## src/rtl/vespa_loop_sr.sv

```systemverilog
// Loop-control shift register: WIDTH-bit x DEPTH-stage chain with a programmable
// tap, hold/shift/rotate/clear modes, tap-window occupancy and a rotation lap pulse.
module vespa_loop_sr #(
    parameter int WIDTH = 8,
    parameter int DEPTH = 16,
    localparam int LW = $clog2(DEPTH + 1)
) (
    input  logic             clk,
    input  logic             rst_n,
    input  logic [1:0]       mode,
    input  logic [LW-1:0]    len,
    input  logic [WIDTH-1:0] i0,
    input  logic             i0_valid,
    output logic [WIDTH-1:0] sr,
    output logic             sr_valid,
    output logic [LW-1:0]    occ,
    output logic             full,
    output logic             empty,
    output logic             lap
);

    localparam int IW = $clog2(DEPTH);
    localparam logic [LW-1:0] DEPTH_L = LW'(DEPTH);

    localparam logic [1:0] MODE_HOLD   = 2'b00;
    localparam logic [1:0] MODE_SHIFT  = 2'b01;
    localparam logic [1:0] MODE_ROTATE = 2'b10;
    localparam logic [1:0] MODE_CLEAR  = 2'b11;

    logic [WIDTH-1:0] data_q [DEPTH];
    logic [DEPTH-1:0] valid_q;
    logic [LW-1:0]    len_q;
    logic [LW-1:0]    pos_q;
    logic             lap_q;
    logic [LW-1:0]    len_c;
    logic [LW-1:0]    len_m1;
    logic [IW-1:0]    tap;
    logic [LW-1:0]    occ_c;

    // len_q is always in 1..DEPTH, so the tap index never leaves the array
    assign len_m1 = len_q - LW'(1);
    assign tap    = IW'(len_m1);

    always_comb begin
        len_c = len;
        if (len == '0) begin
            len_c = LW'(1);
        end else if (len > DEPTH_L) begin
            len_c = DEPTH_L;
        end
    end

    always_comb begin
        occ_c = '0;
        for (int i = 0; i < DEPTH; i++) begin
            if (LW'(i) < len_q) begin
                occ_c = occ_c + LW'(valid_q[i]);
            end
        end
    end

    always_ff @(posedge clk or negedge rst_n) begin
        if (!rst_n) begin
            for (int k = 0; k < DEPTH; k++) begin
                data_q[k] <= '0;
            end
            valid_q <= '0;
            len_q   <= DEPTH_L;
            pos_q   <= '0;
            lap_q   <= 1'b0;
        end else begin
            case (mode)
                MODE_SHIFT: begin
                    data_q[0] <= i0;
                    for (int k = 1; k < DEPTH; k++) begin
                        data_q[k] <= data_q[k-1];
                    end
                    valid_q <= {valid_q[DEPTH-2:0], i0_valid};
                    pos_q   <= '0;
                    lap_q   <= 1'b0;
                end
                MODE_ROTATE: begin
                    data_q[0] <= data_q[tap];
                    for (int k = 1; k < DEPTH; k++) begin
                        data_q[k] <= data_q[k-1];
                    end
                    valid_q <= {valid_q[DEPTH-2:0], valid_q[tap]};
                    if (pos_q == len_m1) begin
                        pos_q <= '0;
                        lap_q <= 1'b1;
                    end else begin
                        pos_q <= pos_q + LW'(1);
                        lap_q <= 1'b0;
                    end
                end
                MODE_CLEAR: begin
                    for (int k = 0; k < DEPTH; k++) begin
                        data_q[k] <= '0;
                    end
                    valid_q <= '0;
                    len_q   <= len_c;
                    pos_q   <= '0;
                    lap_q   <= 1'b0;
                end
                default: begin
                    lap_q <= 1'b0;
                end
            endcase
        end
    end

    assign sr       = data_q[tap];
    assign sr_valid = valid_q[tap];
    assign occ      = occ_c;
    assign full     = (occ_c == len_q);
    assign empty    = (occ_c == '0);
    assign lap      = lap_q;

endmodule

```

## config.mk

```make
export PLATFORM = sky130hd
export DESIGN_NAME = vespa_loop_sr
export DESIGN_NICKNAME = d
export VERILOG_FILES = /design/src/rtl/vespa_loop_sr.sv
export SDC_FILE = /design/constraint.sdc
export NUM_CORES = 1
export LEC_CHECK = 0
export CORE_MARGIN = 1
export CORE_UTILIZATION = 63
export DETAILED_ROUTE_END_ITERATION = 8
export PLACE_DENSITY = 0.82
export SLEW_MARGIN = 20
export SYNTH_ARGS = -nofsm -noshare
export SYNTH_HDL_FRONTEND = slang
export SYNTH_SLANG_ARGS = --single-unit
```

## constraint.sdc

```tcl
create_clock -name clk -period 13.29 [get_ports clk]
set_input_delay 1.9935 -clock clk [delete_from_list [all_inputs] [get_ports clk]]
set_output_delay 1.9935 -clock clk [all_outputs]
set_load 0.05 [all_outputs]
```

==> Word level (Yosys, flattened, before mapping) <==
Index checks and enable logic that the tools add are counted.
{ "word_totals": {"ff_bits": 155, "latchBits": 0, "ramBits": 0, "rom_bits": 0, "inputBits": 18, "output_inout_bits": 17, "word_cells": 96, "mem_count": 0} }
{ "classes": {"add_sub_neg": 17, "mul": 0, "div_mod_pow": 0, "magnitude_cmp": 19, "eq_ne": 5, "shift": 0, "n_mux": 29, "n_bitwise": 1, "reduce_logical": 5} }
{ "op_table": {"columns": ["op", "n"], "rows": [
  ["case mux 128 bit (3 select lines)", 1],
  ["2-to-1 mux 5 bit", 18],
  ["adder 5 x 1 -> 5 bit", 15],
  ["case mux 16 bit (3 select lines)", 1],
  ["less-than comparator 4 x 5 -> 1 bit (first input constant)", 8],
  ["binary-select mux 8 bit (select 4 bit)", 1],
  ["less-than comparator 3 x 5 -> 1 bit (first input constant)", 4],
  ["2-to-1 mux 8 bit", 2],
  ["== test 5 bit", 2],
  ["logical NOT 5 bit", 2],
  ["less-than comparator 1 x 5 -> 1 bit (first input constant)", 2],
  ["less-than comparator 2 x 5 -> 1 bit (first input constant)", 2],
  ["case mux 5 bit (2 select lines)", 1],
  ["adder 5 x 1 -> 5 bit (second input constant)", 1],
  [">= comparator 5 bit (second input constant)", 1],
  ["> comparator 5 bit (second input constant)", 1],
  ["less-than comparator 4 x 5 -> 1 bit (second input constant)", 1],
  ["NOT 4 -> 5 bit", 1],
  ["subtractor 5 x 1 -> 5 bit (second input constant)", 1],
  ["binary-select mux 1 bit (select 4 bit)", 1],
  ["== test 2 bit (second input constant)", 2],
  ["2-to-1 mux 1 bit", 4],
  ["nonzero test 3 bit", 1],
  ["== test 2 x 1 -> 1 bit (second input constant)", 1],
  ["2 further kinds", 2]
]} }

==> Logic depth before layout (Yosys ltp) <==
Gate-level depths: netlist of run 1.
{ "logic_depth": {"word_depth": 33, "mapped_depth": 56} }

==> Worst setup path before layout of run 1 <==
OpenSTA, ideal clock, no wires.
{ "synth_timing": {"path_type": "register to output", "from": "register len_q[1]", "to": "output port full", "arrival_time_ns": 11.460, "required_ns": 11.297, "setup_slack_ns": -0.163, "stages_incl_launch_ff": 57, "cell_sequence": "dfrtp_1 > buf_4 > clkbuf_1 > nor2_1 > a21boi_0 > ha_1 > nand2_1 > o21ai_0 > ha_1 > nand2_1 > o21ai_0 > ha_1 > and2_1 > a21oi_1 > inv_1 > ha_1 > o21a_1 > ha_1 > (+21 left out) > nor2_1 > a31oi_1 > ha_1 > nand2_1 > nand2_1 > ha_1 > o21ai_0 > xor2_1 > nor2_1 > xnor2_1 > inv_1 > ha_1 > nand2_1 > xnor2_1 > xnor2_1 > xor2_1 > or4_1 > nor3_2"} }
{ "synth_via": {"elab_chain_cells": 33} }
{ "synth_rtl": {"columns": ["item", "line", "source"], "rows": [
  ["start, declared", "32", "logic [LW-1:0] len_q;"],
  ["start signal, assigned", "101", "len_q <= len_c;"],
  ["less-than comparator 1 x 5 -> 1 bit", "56", "if (LW'(i) < len_q) begin"],
  ["2-to-1 mux 1 bit", "56", null],
  ["adder 5 x 1 -> 5 bit", "57", "occ_c = occ_c + LW'(valid_q[i]);"],
  ["2-to-1 mux 5 bit", "56", null],
  ["adder 5 x 1 -> 5 bit", "57", null],
  ["2-to-1 mux 5 bit", "56", null],
  ["adder 5 x 1 -> 5 bit", "57", null],
  ["2-to-1 mux 5 bit", "56", null],
  ["(+18 left out)", null, null],
  ["adder 5 x 1 -> 5 bit", "57", null],
  ["2-to-1 mux 5 bit", "56", null],
  ["adder 5 x 1 -> 5 bit", "57", null],
  ["2-to-1 mux 5 bit", "56", null],
  ["adder 5 x 1 -> 5 bit", "57", null],
  ["2-to-1 mux 5 bit *", "56", null],
  ["named net occ[2]", "16", "output logic [LW-1:0] occ,"],
  ["== test 5 bit *", "115", "assign full = (occ_c == len_q);"],
  ["end, declared", "17", "output logic full,"]
]} }
The timed path passes the listed nets; every way through them passes the cells marked *.

==> Final worst setup path of run 1 <==
{ "layout_timing": {"from": "register len_q[3]", "to": "output port occ[4]"} }
{ "layout_via": {"elab_chain_cells": 32} }
{ "layout_rtl": {"columns": ["item", "line"], "rows": [
  ["less-than comparator 1 x 5 -> 1 bit", "56"],
  ["2-to-1 mux 1 bit", "56"],
  ["adder 5 x 1 -> 5 bit", "57"],
  ["2-to-1 mux 5 bit", "56"],
  ["adder 5 x 1 -> 5 bit", "57"],
  ["2-to-1 mux 5 bit", "56"],
  ["adder 5 x 1 -> 5 bit", "57"],
  ["2-to-1 mux 5 bit", "56"],
  ["(+16 left out)", null],
  ["adder 5 x 1 -> 5 bit", "57"],
  ["2-to-1 mux 5 bit", "56"],
  ["adder 5 x 1 -> 5 bit", "57"],
  ["2-to-1 mux 5 bit", "56"],
  ["adder 5 x 1 -> 5 bit", "57"],
  ["2-to-1 mux 5 bit", "56"],
  ["adder 5 x 1 -> 5 bit", "57"],
  ["2-to-1 mux 5 bit *", "56"],
  ["end, declared", "16"]
]} }
Mark *: on every way between the ends. The rest lies on a longest branch, timed or not.

==> flow_metrics.tcl, run 1 <==
set metrics [dict create \
    clock_sinks 155 \
    fp-row-count 46 \
    fin_crit_ns 12.76 \
    crit_path_start_kind "flop" \
    yosysWarnings 0 \
    setup_violations 0 \
    yosys-top-cells-area "dfrtp_1, mux4_2, nor2b_1" \
    drive_gt1_frac 0.1510 \
    die_area_um2 17090 \
    drt_iter0_drc 632 \
    p_leak_nw 4.849 \
    cp-end-kind "output port" \
    final_core_util 0.7257 \
    synth_cells 1081 \
    holdCritPathClass "flop to flop" \
    synth_area_leader_cell "dfrtp_1" \
    p_per_area_nw_per_um2 135.6 \
    syn-cell-area_um2 10440 \
    cts_buffer_depth 2 \
    dpl_cell_area_um2 10920 \
    antenna_found_initial 0 \
    fp.dieW_um 130.7 \
    firstDrtPassIters 5 \
    syn_area_per_cell_um2 9.657 \
    htreeDepth 4 \
    criticalPathCategory "flop to output port" \
    via_count 8359 \
    maxSlewHeadroom 0.3818 \
    tightest_slew_ns 0.9273 \
    place_congestion 0.8599 \
    core_um2 16060 \
    ios 35 \
    grt_max_degree 133 \
    final.fill_count 1108 \
    skew_ns 0.01013 \
    clock_latency_ns 0.43 \
    yosys_register_bits 155 \
    fin_crit_sh 0.9603 \
    ir_drop_v 0.0001214 \
    io_buffer_count 34 \
    diodes 0 \
    netlist.area_leader.share 0.3692 \
    stdcell_area_um2 11650 \
    area_growth_pct 11.63 \
    cp_slowest_cell "clkdlybuf4s50_1" \
    synth-main-ff-cell "dfrtp_1" \
    final_nets 1136 \
    layout.cells.most_common "dfrtp_1" \
    initial_core_util 0.6501 \
    synth_edf_count 0 \
    viasPerCell 6.357 \
    cts_root_buf "clkbuf_16" \
    ctsHoldBuffers 0 \
    maxCapViolCount 0 \
    max_freq_ghz 0.07835 \
    tritoncts "done" \
    grt_pass1_wl_mm 38.60 \
    cts-buffers-inserted 17 \
    routed_wl_mm 23.24 \
    ant_nets 0 \
    worst_setup_hold_path_clk_slew_ns 0.06 \
    arrival_ns 10.77 \
    holdWs_ns 0.5089 \
    cpMostUsedCell "ha_1" \
    worst-path-max-fanout 5 \
    synth.distinct_cells 73 \
    gr-usage-all-layers 0.2913 \
    maxSlewViolCount 0 \
    wire_per_inst_um 17.67 \
    seq_area_frac_synth 0.3717 \
    die_h_um 130.7 \
    overflow 0 \
    syn_nets 1131 \
    grt_pass1_vias 7828 \
    cp.required_ns 11.30 \
    status "complete, no violations" \
    max_stage_delay_ns 0.81 \
    dp_hpwl_mm 14.46 \
    synthArstFlopShare 1.000 \
    post-route-drc-count 0 \
    final_hold_viol_count 0 \
    layout_common_cells "dfrtp_1, nor2_1, nor2b_1" \
    finalPower_mw 1.580 \
]
-- final cells by class --
| type | instances | area (um^2) | share of cell area |
|---|---|---|---|
| tap | 216 | 270.3 | 0.02319 |
| sequential | 155 | 3882 | 0.3332 |
| inverter | 10 | 37.54 | 0.003221 |
| clock buffer | 18 | 439.2 | 0.03769 |
| timing repair buffer | 62 | 584.3 | 0.05015 |
| clock inverter | 14 | 122.6 | 0.01052 |
| multi-input combinational | 840 | 6316 | 0.5420 |
-- state kept, by name, indices dropped and copies added (netlist names) --
name and count:
pos_q 5, len_q 5, lap 1, valid_q 16, data_q 128
-- what timing repair did --
item                                   in CTS  in global routing
endpoints found under the hold margin       0                  0
resized for setup                           6                 19
pin swaps                                   1                 11
buffers inserted                            1                 11
setup endpoints to repair                   4                  7
-- worst max-delay path, delay by kind of cell, from the launching register on --
kind	cells	cell delay (ns)
mux	2	0.59
fa+ha+maj	13	3.72
compound gates	18	2.51
buf+inv	3	0.92
flops	1	0.42
simple gates	11	1.72
xor+xnor	1	0.46
-- per-stage QoR --
step	cells	setup TNS (ns)	setup WS [ns]
floorplan	1081	0	0.1933
global placement	1271	0	0.5868
detailed placement	1271	0	0.1140
CTS	1304	0	0.009008
global route	1315	-0.08282	-0.04769
finish	1315	0	0.5272
-- logic make-up after synthesis --
kind of cell	after synthesis	synth area share
muxes	83	0.1348
DFF	155	0.3717
adders and majority gates	35	0.04135
buffers and inverters	86	0.03260
and+or+nand+nor	381	0.1796
xor gates and xnor gates	53	0.05490
AOI/OAI and AO/OA	288	0.1851
-- metal layers --
| metal | share of wire | track usage | vias up |
|---|---|---|---|
| met3 | 0.046 | 0.04072 | 34 |
| met4 | 0.017 | 0.1028 | 0 |
| li1 | - | - | 3941 |
| met5 | 0 | 0 | - |
| met2 | 0.49 | 0.4650 | 249 |
| met1 | 0.45 | 0.4109 | 4135 |
-- worst paths after layout --
kind / start / cells after the start / slack [ns] / end
worst min-delay path: data_q[117]$_DFFE_PN0P_ / 1 / 0.51 / data_q[109]$_DFFE_PN0P_
worst min register to register: data_q[117]$_DFFE_PN0P_ / 1 / 0.51 / data_q[109]$_DFFE_PN0P_
worst max-delay path: len_q[3]$_DFFE_PN0P_ / 48 / 0.53 / occ[4]
worst max register to register: len_q[0]$_DFFE_PN0P_ / 7 / 10.38 / data_q[124]$_DFFE_PN0P_
min in group asynchronous: rst_n / 1 / 1.58 / data_q[2]$_DFFE_PN0P_
max in group asynchronous: rst_n / 2 / 10.20 / len_q[0]$_DFFE_PN0P_
-- cells in the mapped netlist (3+ instances only) --
master / n
or3_1: 3
nand2_1: 77
o21a_1: 3
mux2_2: 7
nor3_1: 10
buf_1: 11
a21boi_0: 18
nand4_1: 6
xnor3_1: 3
a211oi_1: 65
clkbuf_1: 60
inv_1: 9
o211ai_1: 5
mux4_2: 45
o21ai_0: 64
dfrtp_1: 154
o21ai_1: 3
xor2_1: 12
nand2b_1: 27
xnor2_2: 6
a21oi_1: 65
nor2_1: 132
nor2b_1: 80
and2_1: 4
xnor2_1: 30
and3_1: 9
ha_1: 32
a31oi_1: 11
a22o_1: 28
mux2i_1: 30
nand3_1: 13
-- power breakdown --
part	switching [mW]	leakage (nW)	internal (mW)
registers	0.0397	1.98	0.519
clock network	0.200	0.264	0.262
logic	0.317	2.61	0.243
total	0.556	4.85	1.02
Note: power is estimated with default switching activity, not from simulation.
==> run 2, diff against run 1 <==
--- a/config.mk
+++ b/config.mk
@@ -8,6 +8,7 @@
 export CORE_MARGIN = 1
 export CORE_UTILIZATION = 63
 export DETAILED_ROUTE_END_ITERATION = 8
+export GPL_TIMING_DRIVEN = 0
 export PLACE_DENSITY = 0.82
 export SLEW_MARGIN = 20
 export SYNTH_ARGS = -nofsm -noshare
==> run 2 against run 1 <==
Against the previous run: clock power up 10%; global-route usage up 8.4 points; flip-flop and latch count unchanged; die area unchanged; first-iteration DRC count up 86%; clock-buffer cell count unchanged; cell count up 4.8%; sequential power about the same; setup slack worse by 0.20 ns; combinational power up 4.5%; fmax down 1.6%; power up 4.8%; critical endpoint is now full; highest routed layer unchanged.
==> flow_metrics.tcl, run 2 (synthesized netlist as in run 1, its figures left out) <==
set metrics [dict create \
    status "complete, no violations" \
    clock_sinks 155 \
    holdCritPathClass "flop to flop" \
    die_h_um 130.7 \
    via_count 9159 \
    layout_common_cells "dfrtp_1, nor2_1, nor2b_1" \
    setup_violations 0 \
    p_clk_frac 0.308 \
    p_per_area_nw_per_um2 138.9 \
    reg2reg_depth 11 \
    antenna_found_initial 1 \
    place_congestion 0.9426 \
    maxSlewHeadroom 0.2971 \
    fin_crit_ns 12.96 \
    path_buf_inv 5 \
    rrSetupSlack_ns 8.80 \
    worst-path-max-fanout 10 \
    routed_wl_mm 30.24 \
    cts_root_buf "clkbuf_16" \
    cp-end-kind "output port" \
    tritoncts "done" \
    ios 35 \
    tns_ns 0 \
    htreeDepth 4 \
    dp_hpwl_mm 20.73 \
    top_regs "data_q: 128 flops, valid_q: 16 flops" \
    arrival_ns 10.97 \
    timing.rr.start "len_q[0]$_DFFE_PN0P_" \
    hp-start "data_q[117]$_DFFE_PN0P_" \
    crit_path_start_kind "flop" \
    core_um2 16060 \
    p_switching_uw 595.2 \
    die_area_um2 17090 \
    grt_setup_unrepaired "yes" \
    r2r-end "data_q[124]$_DFFE_PN0P_" \
    diodes 0 \
    cp.required_ns 11.30 \
    p_leak_nw 4.998 \
    critical-path-top-delay-family "adder cells" \
    io_buffer_count 33 \
    criticalPathCategory "flop to output port" \
    clock_latency_ns 0.44 \
    fin_crit_sh 0.9755 \
    max_stage_delay_ns 0.46 \
    grt_pass1_wl_mm 47.31 \
    grt_pass1_vias 8669 \
    fp.dieW_um 130.7 \
    maxCapViolCount 0 \
    overflow 0 \
    tightest_slew_ns 1.054 \
    final_hold_viol_count 0 \
    initial_core_util 0.6501 \
    cp-startpoint "len_q[0]$_DFFE_PN0P_" \
    hold_depth 1 \
    fp-row-count 46 \
    gr-usage-all-layers 0.3748 \
    worst_setup_hold_path_clk_slew_ns 0.06 \
    cpMostUsedCell "ha_1" \
    viasPerCell 6.647 \
    swShare 0.3595 \
    ir_drop_v 0.0001040 \
    skew_ns 0.008210 \
    power_frac_seq 0.339 \
    layout.cells.most_common "dfrtp_1" \
    comb_power_share 0.353 \
    cp_slowest_cell "or4_4" \
    dpl_cell_area_um2 11110 \
    cts_buffer_depth 2 \
    max_freq_ghz 0.07713 \
    hold_end "data_q[109]$_DFFE_PN0P_" \
    largest_register "data_q" \
    ant_nets 0 \
    stdcell_area_um2 11920 \
    internal-power_mw 1.061 \
    wire_per_inst_um 21.95 \
    maxSlewViolCount 0 \
    cts-buffers-inserted 17 \
    final_nets 1199 \
    largest_register_ffs 128 \
    post-route-drc-count 0 \
    drt_iter0_drc 1173 \
    drive_gt1_frac 0.1368 \
    area_growth_pct 14.23 \
    firstDrtPassIters 6 \
    grt_max_degree 87 \
]
[run 2: changes by cell type in the layout (fill, tap and decap cells not counted), moves of 3 or more]
cell            previous run  this run
buf_1                      0         9
buf_4                     27        15
dlymetal6s2s_1             0         3
clkbuf_2                   0         4
clkbuf_1                   0        57
[run 2: layout make-up]
class,instances,area [um^2]
well taps,216,270.3
plain buffers,75,329.1
repair buffers,50,490.5
flip-flops and latches,155,3880
multi-input cells,840,6302
clock inverters,14,171.4
inverters,10,41.29
fillers,1101,4134
clock buffers,18,439.2
[run 2: timing repair]
item,in CTS,in global routing
buffers inserted,2,13
endpoints found under the hold margin,0,0
setup endpoints to repair,7,7
hold buffers,0,0
pin swaps,3,13
gates resized for setup,21,22
[run 2: power groups by stage]
stage	sequential, mW	clock (mW)	combinational, mW
after floorplan	0.552	0	0.385
after global placement	0.564	0	0.520
after detailed placement	0.565	0	0.534
after CTS	0.558	0.508	0.545
after global routing	0.565	0.527	0.623
final	0.561	0.510	0.585
[run 2: worst max-delay path by stage]
stage | end | slack (ns) | depth (start not counted)
2_1_floorplan | full | 0.19 | 56
3_3_place_gp | full | -0.68 | 57
3_5_place_dp | full | -0.86 | 57
4_1_cts | full | 0.0003 | 56
5_1_grt | full | -0.27 | 56
6_report | full | 0.33 | 56
[run 2: layer usage]
layer	part of all wire	routed length [um]	vias to the layer above	global-route usage
li1	-	-	4059	-
met1	0.41	12280	4451	0.5257
met2	0.45	13760	532	0.5568
met3	0.10	3051	117	0.08998
met4	0.038	1149	0	0.1677
met5	0	0	-	0
[run 2: through the flow]
| stage | hold slack [ns] | total power [mW] | setup slack, ns | util | instances |
|---|---|---|---|---|---|
| after floorplan | 0.4659 | 0.9369 | 0.1933 | - | 1081 |
| after global placement | 0.4894 | 1.083 | -0.6848 | 0.6879 | 1330 |
| after detailed placement | 0.5029 | 1.099 | -0.8622 | 0.6916 | 1332 |
| after CTS | 0.5188 | 1.611 | 0.0003437 | 0.7331 | 1365 |
| after global routing | 0.5348 | 1.715 | -0.2736 | 0.7426 | 1378 |
| final | 0.5218 | 1.656 | 0.3252 | 0.7426 | 1378 |
==> run 3, diff against run 2 <==
--- a/config.mk
+++ b/config.mk
@@ -9,6 +9,7 @@
 export CORE_UTILIZATION = 63
 export DETAILED_ROUTE_END_ITERATION = 8
 export GPL_TIMING_DRIVEN = 0
+export HOLD_SLACK_MARGIN = 0.15
 export PLACE_DENSITY = 0.82
 export SLEW_MARGIN = 20
 export SYNTH_ARGS = -nofsm -noshare
==> results of run 3 <==
Same layout as run 2: the final DEF is identical, and so are final timing and power.
